===== config.mk =====
export PLATFORM = sky130hd
export DESIGN_NAME = reduce_gate_seq
export DESIGN_NICKNAME = d
export VERILOG_FILES = /design/src/rtl/reduce_gate_seq.sv
export SDC_FILE = /design/constraint.sdc
export NUM_CORES = 1
export LEC_CHECK = 0
export BUFFER_PORTS_ARGS = -buffer_cell sky130_fd_sc_hd__buf_2
export CORE_AREA = 10 10 47 49
export CTS_BUF_LIST = sky130_fd_sc_hd__clkbuf_4 sky130_fd_sc_hd__clkbuf_8
export DETAILED_ROUTE_END_ITERATION = 8
export DIE_AREA = 0 0 57 59
export MAX_ROUTING_LAYER = met4
export PLACE_DENSITY = 0.8
export SYNTH_ARGS = -nofsm -noshare
export SYNTH_HDL_FRONTEND = slang
export SYNTH_SLANG_ARGS = --single-unit

===== constraint.sdc =====
create_clock -name clk -period 3.09 [get_ports clk]
set_clock_uncertainty 0.05 [all_clocks]
set_input_delay 0.618 -clock clk [delete_from_list [all_inputs] [get_ports clk]]
set_output_delay 0.618 -clock clk [all_outputs]
set_load 0.02 [all_outputs]

===== src/rtl/reduce_gate_seq.sv =====
// reduce_gate_seq: registered WIDTH-input logic reduction with popcount,
// sticky OR accumulation and a single-entry valid/ready output register.
module reduce_gate_seq #(
    parameter  int WIDTH = 4,
    localparam int CW    = $clog2(WIDTH + 1)
) (
    input  logic             clk,
    input  logic             rst_n,
    input  logic             in_valid,
    output logic             in_ready,
    input  logic [WIDTH-1:0] in_data,
    input  logic [2:0]       mode,
    input  logic             accum_en,
    input  logic             clear,
    output logic             out_valid,
    input  logic             out_ready,
    output logic             out_result,
    output logic [CW-1:0]    out_count,
    output logic [WIDTH-1:0] acc_vec
);
    typedef enum logic [2:0] {
        M_OR   = 3'b000,
        M_AND  = 3'b001,
        M_XOR  = 3'b010,
        M_NOR  = 3'b011,
        M_NAND = 3'b100,
        M_XNOR = 3'b101,
        M_MAJ  = 3'b110,
        M_RSV  = 3'b111
    } mode_e;

    // Majority threshold: strictly more than half (integer divide).
    localparam logic [CW-1:0] HALF = CW'(WIDTH / 2);

    logic             accept;
    logic [WIDTH-1:0] acc_base;
    logic [WIDTH-1:0] vec;
    logic [CW-1:0]    cnt;
    logic             res;

    logic             out_valid_q,  out_valid_d;
    logic             out_result_q, out_result_d;
    logic [CW-1:0]    out_count_q,  out_count_d;
    logic [WIDTH-1:0] acc_vec_q,    acc_vec_d;

    // The slot can take new data when empty or being drained this cycle.
    assign in_ready = !out_valid_q || out_ready;
    assign accept   = in_valid && in_ready;

    // Clear applies before the OR, so clear+accumulate yields just in_data.
    assign acc_base = clear ? '0 : acc_vec_q;
    assign vec      = accum_en ? (acc_base | in_data) : in_data;

    // Popcount of the effective vector.
    always_comb begin
        cnt = '0;
        for (int i = 0; i < WIDTH; i++) begin
            cnt = cnt + CW'(vec[i]);
        end
    end

    // Reduction select; reserved encoding reports 0.
    always_comb begin
        res = 1'b0;
        case (mode_e'(mode))
            M_OR:    res =  |vec;
            M_AND:   res =  &vec;
            M_XOR:   res =  ^vec;
            M_NOR:   res = ~|vec;
            M_NAND:  res = ~&vec;
            M_XNOR:  res = ~^vec;
            M_MAJ:   res = (cnt > HALF);
            default: res = 1'b0;
        endcase
    end

    // Output slot: load on accept, empty on a fire without a refill, else hold.
    always_comb begin
        out_valid_d  = out_valid_q;
        out_result_d = out_result_q;
        out_count_d  = out_count_q;
        if (accept) begin
            out_valid_d  = 1'b1;
            out_result_d = res;
            out_count_d  = cnt;
        end else if (out_ready) begin
            out_valid_d  = 1'b0;
        end
    end

    // Sticky vector: accumulate on accept with accum_en, clear works without in_valid.
    always_comb begin
        acc_vec_d = acc_vec_q;
        if (accept && accum_en) begin
            acc_vec_d = acc_base | in_data;
        end else if (clear) begin
            acc_vec_d = '0;
        end
    end

    // State registers; async reset drops any pending result.
    always_ff @(posedge clk or negedge rst_n) begin
        if (!rst_n) begin
            out_valid_q  <= 1'b0;
            out_result_q <= 1'b0;
            out_count_q  <= '0;
            acc_vec_q    <= '0;
        end else begin
            out_valid_q  <= out_valid_d;
            out_result_q <= out_result_d;
            out_count_q  <= out_count_d;
            acc_vec_q    <= acc_vec_d;
        end
    end

    assign out_valid  = out_valid_q;
    assign out_result = out_result_q;
    assign out_count  = out_count_q;
    assign acc_vec    = acc_vec_q;
endmodule


-- Yosys cells after proc, flatten, opt, wreduce, memory -nomap -nowiden
Index checks and enable logic that the tools add are counted.
- flip-flop bits (word level): 9
- output and inout port bits: 10
- add/sub/neg operators: 3
- $lt $le $gt $ge: 1
- equal/unequal tests: 6
- mux-type cells: 6
- bitwise logic cells: 1
- reductions and logical operators: 12
- operators with widths (kind ; count):
    4-bit 2-to-1 mux ; 3
    3-bit == test (second input constant) ; 3
    1-bit one-hot mux with 7 select lines ; 1
    3-bit by 2-bit == test with 1-bit output (second input constant) ; 2
    4-bit bitwise OR ; 1
    4-bit AND reduction ; 1
    4-bit OR reduction ; 1
    4-bit XNOR reduction ; 1
    4-bit XOR reduction ; 1
    2-bit by 1-bit adder with 3-bit output ; 1
    3-bit by 1-bit adder with 3-bit output ; 1
    3-bit by 1-bit == test with 1-bit output (second input constant) ; 1
    3-bit by 2-bit greater-than comparator with 1-bit output (second input constant) ; 1
    1-bit logical NOT ; 3
    3-bit logical NOT ; 1
    1-bit by 1-bit adder with 2-bit output ; 1
    1-bit logical AND ; 2
    1-bit 2-to-1 mux ; 2
    2-bit nonzero test ; 1
    1-bit logical OR ; 1

-- Depth between registers and ports, before layout
Gate-level depths: netlist (run 1).
- word-level depth: 8
- depth in mapped cells: 11
- mapped depth without buffers: 11

-- Least setup slack after synthesis (run 1)
OpenSTA, ideal clock, no wires.
- kind: input-to-reg
- start: input port accum_en
- end: register out_result_q, in the netlist out_result
- arrival time: 2.708 ns
- required time: 2.914 ns
- setup slack: 0.206 ns
- stages: 11
- path through: nor2b_1 -> a21oi_1 -> inv_1 -> fa_1 -> ha_1 -> inv_1 -> ha_1 -> nor3b_1 -> o22ai_1 -> and3b_2 -> o32a_1
- word-level cells in the longest chain between the ends: 6
- elaborated cells between the ends (all ways): 12
- ends and longest elaborated chain (element ; line ; source):
    from (decl) ; 13 ; input logic accum_en,
    4-bit 2-to-1 mux (*) ; 52 ; assign vec = accum_en ? (acc_base | in_data) : in_data;
    1-bit by 1-bit adder with 2-bit output ; 58 ; cnt = cnt + CW'(vec[i]);
    2-bit by 1-bit adder with 3-bit output ; 58 ;
    3-bit by 1-bit adder with 3-bit output (*) ; 58 ;
    via cnt[1] ; 38 ; logic [CW-1:0] cnt;
    3-bit by 2-bit greater-than comparator with 1-bit output (*) ; 72 ; M_MAJ: res = (cnt > HALF);
    1-bit one-hot mux with 7 select lines (*) ; 65 ; case (mode_e'(mode))
    to (signal assigned) ; 110 ; out_result_q <= out_result_d;
    to (decl) ; 42 ; logic out_result_q, out_result_d;
Mark *: on every way through the listed nets, which the timed path passes. The rest lies on a longest branch.
A chain may end at the register's enable or synchronous reset.

-- Worst setup path in the final report (run 1)
Same ends and word-level chain as after synthesis.

==> results.toml, run 1 <==
[status]
status = "completed"

[sta]
setup_viol_count_final = 0
drv_slew = 0
slew_headroom_pct = 84.5
tightestPinTransition_ns = 0.230
tns_ns = 0
fmax_mhz = 341
hold_viol_final = 0
timing.hold.ws_ns = 0.146
min_period_ns = 2.93
rsz0062_at_grt = "false"
min_period_over_period_pct = 94.8

[power]
total_leakage_power_uw = 0.000442
seq_power_share_pct = 38.4
peakVddDrop_uv = 296
powerDensity_nw_per_um2 = 463
p_sw_uw = 124
p_comb_share_pct = 34.6
switching_share_pct = 32.9
clock_power_share_pct = 27.1
p_int_uw = 253

[clock_tree]
cts_buffer_depth = 2
insertion_delay_ns = 0.26
cts.sinks = 9
clkSlewWorstSetupHoldPaths_ns = 0.06
post_cts_buffers = 0
post_cts_resized = 0
holdBufCountCts = 0
numCtsBuffers = 3
h-tree-depth = 1
tritoncts = "yes"
clk_root_buffer_cell = "clkbuf_4"

[critical_path]
path_buf_inv = 3
r2r_end = "out_result"
cp.required_ns = 3.19
r2r_setup_slack_ns = 0.20
rr_startpoint = "acc_vec[0]"
endpoint_kind = "flip-flop"
cpLargestDelayFamily = "adder cells"
crit_arrival_ns = 3.03
path_class = "input pin to flip-flop"
critPathMaxFanout = 4
critPathSlowestCell = "fa_1"
slowest_delay_ns = 0.50
startpoint_type = "input pin"
cp_cell_sequence = "buf_2, nor2b_1, a21oi_1, inv_1, fa_1, ha_1, inv_1, ha_1, nor3b_1, o22ai_1, and3b_2, o32a_1"
rr_worst_depth = 11

[detailed_routing]
route.detailed.wl_per_inst_um = 13.6
dr.pass1.iters = 4
drtIter0Drc = 7
postRouteAntennaNets = 0
avgViaCountPerCell = 5.05
drc = 0
via_count = 545
routed_wl_mm = 1.47

[global_routing]
grt.total_usage_pct = 9.15
antenna_found_initial = 0
grt_max_degree = 10
grt_pass1_wl_mm = 2.44
grt_pass1_vias = 617
grt.overflow.total = 0

[finish]
layout_common_cells = "22 x buf_2, 9 x inv_1, 9 x dfrtp_1"
nNetsFinal = 114
drive_gt1_share_pct = 44.6
areaGrowthSynthToFinish_pct = 34.4
diodes = 0
final_common_cell = "buf_2"

[yosys]
ys_types = 23
synth_top_area_share_pct = 37.1
synth_fp_nets = 80
ys_seq_elements = 9
synth.area.top_cells = "dfrtp_1 37%, ha_1 14%, inv_1 5.6%"
yosysSeqAreaShare_pct = 37.1
synthesis.area_um2 = 607
postSynthAreaPerCell_um2 = 10.3
yosysWarningCount = 0
netlist_instances = 59
synth.largest_area_cell = "dfrtp_1"

[die]
ioPinCount = 23
row_count = 14
coreArea_um2 = 1400
start_util_pct = 43.3
die_h_um = 59
fp.dieArea_um2 = 3360
dieWidth_um = 57

[min_path]
hp-class = "input pin to async pin"

[placement]
place_congestion = 0.732
numPortBuffers = 22
hpwl_mm = 1.24

[job]
maxCapViolCount = 0
## worst reg2reg max path, cell delays in order, from the launching register on
cell	delay, ns
dfrtp_1	0.37
nor2b_1	0.14
a21oi_1	0.21
inv_1	0.11
fa_1	0.55
ha_1	0.17
inv_1	0.05
ha_1	0.28
nor3b_1	0.22
o22ai_1	0.11
and3b_2	0.21
o32a_1	0.32
## kinds of logic after synthesis
family | Yosys count | synth area share [%]
muxes | 3 | 5.57
buffers and inverters | 10 | 7.42
xor gates and xnor gates | 1 | 1.44
and+or+nand+nor | 12 | 14.0
AOI/OAI and AO/OA | 16 | 16.7
adders and majority gates | 8 | 17.7
DFF | 9 | 37.1
## sequential cells by signal (all words and copies together) (netlist names)
name,cells
acc_vec,4
out_count,3
out_result,1
out_valid,1
## cell type report
type,count,area [um2]
inverter,9,33.8
clock buffer,4,30.0
multi-input combinational,40,337
tap,16,20.0
fill,122,586
sequential,9,225
timing repair buffer,30,170
## synthesized netlist by cell type, drive strengths merged
cell type and count:
and3b 1, o21ai 4, nor2b 2, xnor2 1, and2 1, a31o 1
nand4 1, o22ai 1, nor3b 1, a311oi 1, dfrtp 9, a211oi 1
inv 9, fa 1, mux2 3, o32a 1, a21o 2, nand3 3
ha 7, buf 1, nand2b 3, a21oi 5
## power by group through the flow
stage / sequential (uW) / combinational (uW) / clock (uW)
final: 145 / 131 / 102
after global routing: 147 / 145 / 107
after detailed placement: 147 / 132 / 0
after floorplan: 169 / 57.1 / 0
after global placement: 146 / 127 / 0
after CTS: 145 / 133 / 104
## per-stage QoR
step | cell area [um2] | power [uW] | instances | worst slack (ns) | util, %
2_1_floorplan | 607 | 226 | 59 | 0.206 | -
6_report | 816 | 377 | 108 | 0.160 | 58.2
5_1_grt | 816 | 399 | 108 | 0.0222 | 58.2
3_3_place_gp | 786 | 273 | 104 | -0.0363 | 56.1
4_1_cts | 816 | 382 | 108 | 0.159 | 58.2
3_5_place_dp | 786 | 280 | 104 | -0.117 | 56.1
## layer usage
metal  global-route usage, %  share of wire [%]
met1                    9.39                 44
met2                    15.8                 50
met3                    2.58                5.4
met4                    4.36                1.4
met5                       -                  0
## worst max path at each step
stage / to / depth (start not counted) / start
after floorplan: out_result / 11 / accum_en
after global placement: out_result / 12 / accum_en
after detailed placement: out_result / 12 / accum_en
after CTS: out_result / 12 / accum_en
after global routing: out_result / 12 / accum_en
final: out_result / 12 / accum_en
Note: power is estimated with default switching activity, not from simulation.
==> run 2, diff against run 1 <==
PLACE_DENSITY = 0.83   (was 0.8)
==> results.toml, run 2 (synthesized netlist as in run 1, its figures left out) <==
[status]
status = "completed"

[die]
row_count = 14
fp.dieArea_um2 = 3360
ioPinCount = 23
dieWidth_um = 57
die_h_um = 59
coreArea_um2 = 1400
start_util_pct = 43.3

[critical_path]
cp_cell_sequence = "buf_2, nor2b_1, a21oi_1, inv_1, fa_1, ha_1, inv_1, ha_1, nor3b_2, o22ai_1, and3b_2, o32a_1"
critPathMaxFanout = 5
rr_startpoint = "acc_vec[0]"
r2r_end = "out_result"
slowest_delay_ns = 0.50
startpoint_type = "input pin"
path_class = "input pin to flip-flop"
rr_worst_depth = 11
critPathSlowestCell = "fa_1"
r2r_setup_slack_ns = 0.26
cp.required_ns = 3.20
crit_arrival_ns = 2.97
path_buf_inv = 3
path_depth = 12
endpoint_kind = "flip-flop"
cpLargestDelayFamily = "adder cells"

[sta]
drv_slew = 0
rsz0062_at_grt = "false"
fmax_mhz = 349
slew_headroom_pct = 84.9
hold_viol_final = 0
setup_viol_count_final = 0
fin_ws_ns = 0.228
min_period_ns = 2.86
tightestPinTransition_ns = 0.225
min_period_over_period_pct = 92.6

[global_routing]
top_usage_layer = "met2"
use_met1_pct = 9.93
grt.total_usage_pct = 9.53
grt_max_degree = 10
grt.overflow.total = 0
grt_pass1_vias = 613
grt_pass1_wl_mm = 2.51
use_met2_pct = 15.5
antenna_found_initial = 0
grtUsageMet3_pct = 2.79

[detailed_routing]
drc = 0
routed_wl_mm = 1.43
via_count = 536
postRouteAntennaNets = 0
route.detailed.wl_per_inst_um = 13.7
avgViaCountPerCell = 5.10
drtIter0Drc = 4
dr.pass1.iters = 3

[finish]
diodes = 0
areaGrowthSynthToFinish_pct = 31.5
drive_gt1_share_pct = 43.8
nNetsFinal = 111
largest_register_ffs = 4
layout_common_cells = "22 x buf_2, 9 x inv_1, 9 x dfrtp_1"
fillers = 120
final_common_cell = "buf_2"
instances_no_fill = 105

[power]
total_leakage_power_uw = 0.000429
powerDensity_nw_per_um2 = 476
peakVddDrop_uv = 295

[min_path]
hp-class = "input pin to async pin"

[clock_tree]
h-tree-depth = 1
cts.sinks = 9
insertion_delay_ns = 0.27
clk_root_buffer_cell = "clkbuf_4"
cts_buffer_depth = 2
numCtsBuffers = 3
clkSlewWorstSetupHoldPaths_ns = 0.07
tritoncts = "yes"
holdBufCountCts = 0

[job]
maxCapViolCount = 0

[placement]
pre_cts_ws_ns = -0.125
place_congestion = 0.745
hpwl_mm = 1.19
numPortBuffers = 22
dp.cells = 101
==> run 2: cell types whose count changed in the layout (fill, tap and decap cells not counted) <==
| cell | delta |
|---|---|
| buf_4 | -3 |
| nor3b_1 | -1 |
| nor3b_2 | +1 |
==> run 2: metal layers <==
metal	vias up	share of wire [%]	routed length [um]
met5	-	0	0
met3	5	5.6	80
met2	14	50	713
li1	265	-	-
met4	0	3.2	46
met1	252	41	593
==> run 2: worst max-delay path by stage <==
stage	end	slack, ns	startpoint
after floorplan	out_result	0.21	accum_en
after global placement	out_result	-0.06	accum_en
after detailed placement	out_result	-0.12	accum_en
after CTS	out_result	0.16	accum_en
after global routing	out_result	0.09	clear
final	out_result	0.23	accum_en
==> run 2: power breakdown <==
group | leakage (uW) | internal [uW] | switching (uW)
clock | 0.0000184 | 58.9 | 48.0
sequential | 0.000112 | 135 | 9.32
combinational | 0.000299 | 58.3 | 70.1
total | 0.000429 | 253 | 127
==> run 2: cell type report <==
| cell class | count | area (um2) | share of cell area, % |
|---|---|---|---|
| timing repair buffer | 27 | 148 | 18.5 |
| multi-input combinational | 40 | 342 | 42.8 |
| tap | 16 | 20.0 | 2.51 |
| clock buffer | 4 | 30.0 | 3.76 |
| inverter | 9 | 33.8 | 4.23 |
| sequential | 9 | 225 | 28.2 |
==> run 2: worst reg2reg max path: stages, from the launching register on <==
cell	delay (ns)
dfrtp_1	0.38
nor2b_1	0.14
a21oi_1	0.21
inv_1	0.11
fa_1	0.55
ha_1	0.17
inv_1	0.05
ha_1	0.27
nor3b_2	0.16
o22ai_1	0.09
and3b_2	0.21
o32a_1	0.32
==> run 2: timing repair <==
action                                  4_1_cts  5_1_grt
gates resized for setup                       0        1
buffers inserted                              0        0
endpoints found under the setup margin        0        1
==> run 2: stage by stage <==
step,cell area (um2),power [uW],TNS [ns],hold WS (ns),utilization (%)
final,798,380,0,0.135,57.0
after global routing,798,403,0,0.144,57.0
after CTS,793,381,0,0.143,56.6
after detailed placement,763,275,-0.125,0.434,54.5
after global placement,763,270,-0.0586,0.428,54.5
after floorplan,607,226,0,0.272,-
==> run 3, diff against run 2 <==
BUFFER_PORTS_ARGS = default   (was -buffer_cell sky130_fd_sc_hd__buf_2)
CELL_PAD_IN_SITES_DETAIL_PLACEMENT = 1   (was default)
CELL_PAD_IN_SITES_GLOBAL_PLACEMENT = 1   (was default)
DONT_BUFFER_PORTS = 1   (was default)
PLACE_DENSITY = 0.84   (was 0.83)
==> results.toml, run 3 (synthesized netlist as in run 1, its figures left out) <==
[sta]
tns_ns = 0
fmax_mhz = 346
timing.hold.ws_ns = 0.410
hold_viol_final = 0
tightestPinTransition_ns = 0.423
setup_viol_count_final = 0
drv_slew = 0
slew_headroom_pct = 71.7
min_period_over_period_pct = 93.5
rsz0062_at_grt = "false"
fin_ws_ns = 0.200
min_period_ns = 2.89

[clock_tree]
post_cts_buffers = 0
cts.sinks = 9
insertion_delay_ns = 0.26
post_cts_resized = 0
clkSlewWorstSetupHoldPaths_ns = 0.06
h-tree-depth = 1
holdBufCountCts = 1
tritoncts = "yes"
cts_buffer_depth = 2
numCtsBuffers = 3
clk_root_buffer_cell = "clkbuf_4"

[global_routing]
grt_max_degree = 10
grt.total_usage_pct = 8.91
grt_pass1_vias = 479
grt.overflow.total = 0
grt_pass1_wl_mm = 2.30
antenna_found_initial = 0

[die]
die_h_um = 59
coreArea_um2 = 1400
dieWidth_um = 57
row_count = 14
ioPinCount = 23
fp.dieArea_um2 = 3360
start_util_pct = 43.3

[job]
maxCapViolCount = 0

[detailed_routing]
dr.pass1.iters = 2
route.detailed.wl_per_inst_um = 17.5
via_count = 454
drtIter0Drc = 1
avgViaCountPerCell = 5.68
routed_wl_mm = 1.40
postRouteAntennaNets = 0
drc = 0

[finish]
nNetsFinal = 86
largest_register_ffs = 4
fillers = 175
drive_gt1_share_pct = 18.8
layout_common_cells = "9 x inv_1, 9 x dfrtp_1, 7 x ha_1"
diodes = 0
areaGrowthSynthToFinish_pct = 9.28

[critical_path]
crit_arrival_ns = 2.98
critPathMaxFanout = 2
endpoint_kind = "flip-flop"
critPathSlowestCell = "fa_1"
startpoint_type = "flip-flop"
cpLargestDelayFamily = "adder cells"
slowest_delay_ns = 0.55
path_buf_inv = 2
cp_cell_sequence = "nor2b_1, a21oi_1, inv_1, fa_1, ha_1, inv_1, ha_1, nor3b_1, o22ai_1, and3b_2, o32a_1"
cp.required_ns = 3.18
r2r_setup_slack_ns = 0.20
path_class = "flip-flop to flip-flop"

[placement]
hpwl_mm = 1.21
numPortBuffers = 0
place_congestion = 0.730
pre_cts_ws_ns = 0.00246

[power]
powerDensity_nw_per_um2 = 515
peakVddDrop_uv = 293
total_leakage_power_uw = 0.000321

[min_path]
hp-class = "input pin to flip-flop"

[status]
status = "completed"
[run 3: cell count changes in the layout (fill, tap and decap cells not counted), sizes merged]
cell / previous run / this run
buf: 27 / 1
dlygate4sd3: 0 / 1
[run 3: metrics by stage]
stage	cell area (um2)	power, uW	cells	util, %
2_1_floorplan	607	226	59	-
3_3_place_gp	623	238	75	44.5
3_5_place_dp	623	244	75	44.5
4_1_cts	663	350	80	47.3
5_1_grt	663	367	80	47.3
6_report	663	341	80	47.3
[run 3: routing by layer]
| layer | share of wire [%] | GRT usage [%] |
|---|---|---|
| met1 | 38 | 8.36 |
| met4 | 1.5 | 5.03 |
| met3 | 7.5 | 3.86 |
| met5 | 0 | - |
| met2 | 53 | 15.0 |
[run 3: final cells by class]
type	instances	area, um2	area share [%]
repair buffers	2	17.5	2.64
flip-flops and latches	9	225	34.0
clock buffers	4	30.0	4.53
inverters	9	33.8	5.09
multi-input cells	40	337	50.8
well taps	16	20.0	3.02
[run 3: path summary, 6_finish.rpt]
check / end / from / depth (start not counted)
max in group asynchronous: out_valid / rst_n / 1
min: acc_vec[1] / clear / 1
max: out_result / acc_vec[0] / 11
min in group asynchronous: acc_vec[0] / rst_n / 1
min reg2reg: out_result / out_result / 1
max reg2reg: out_result / acc_vec[0] / 11
[run 3: report_power, final]
part           switching [uW]  internal (uW)  leakage, uW
logic                    35.3           36.7     0.000191
clock network            41.7           58.5    0.0000184
registers                33.9            135     0.000112
total                     111            231     0.000321
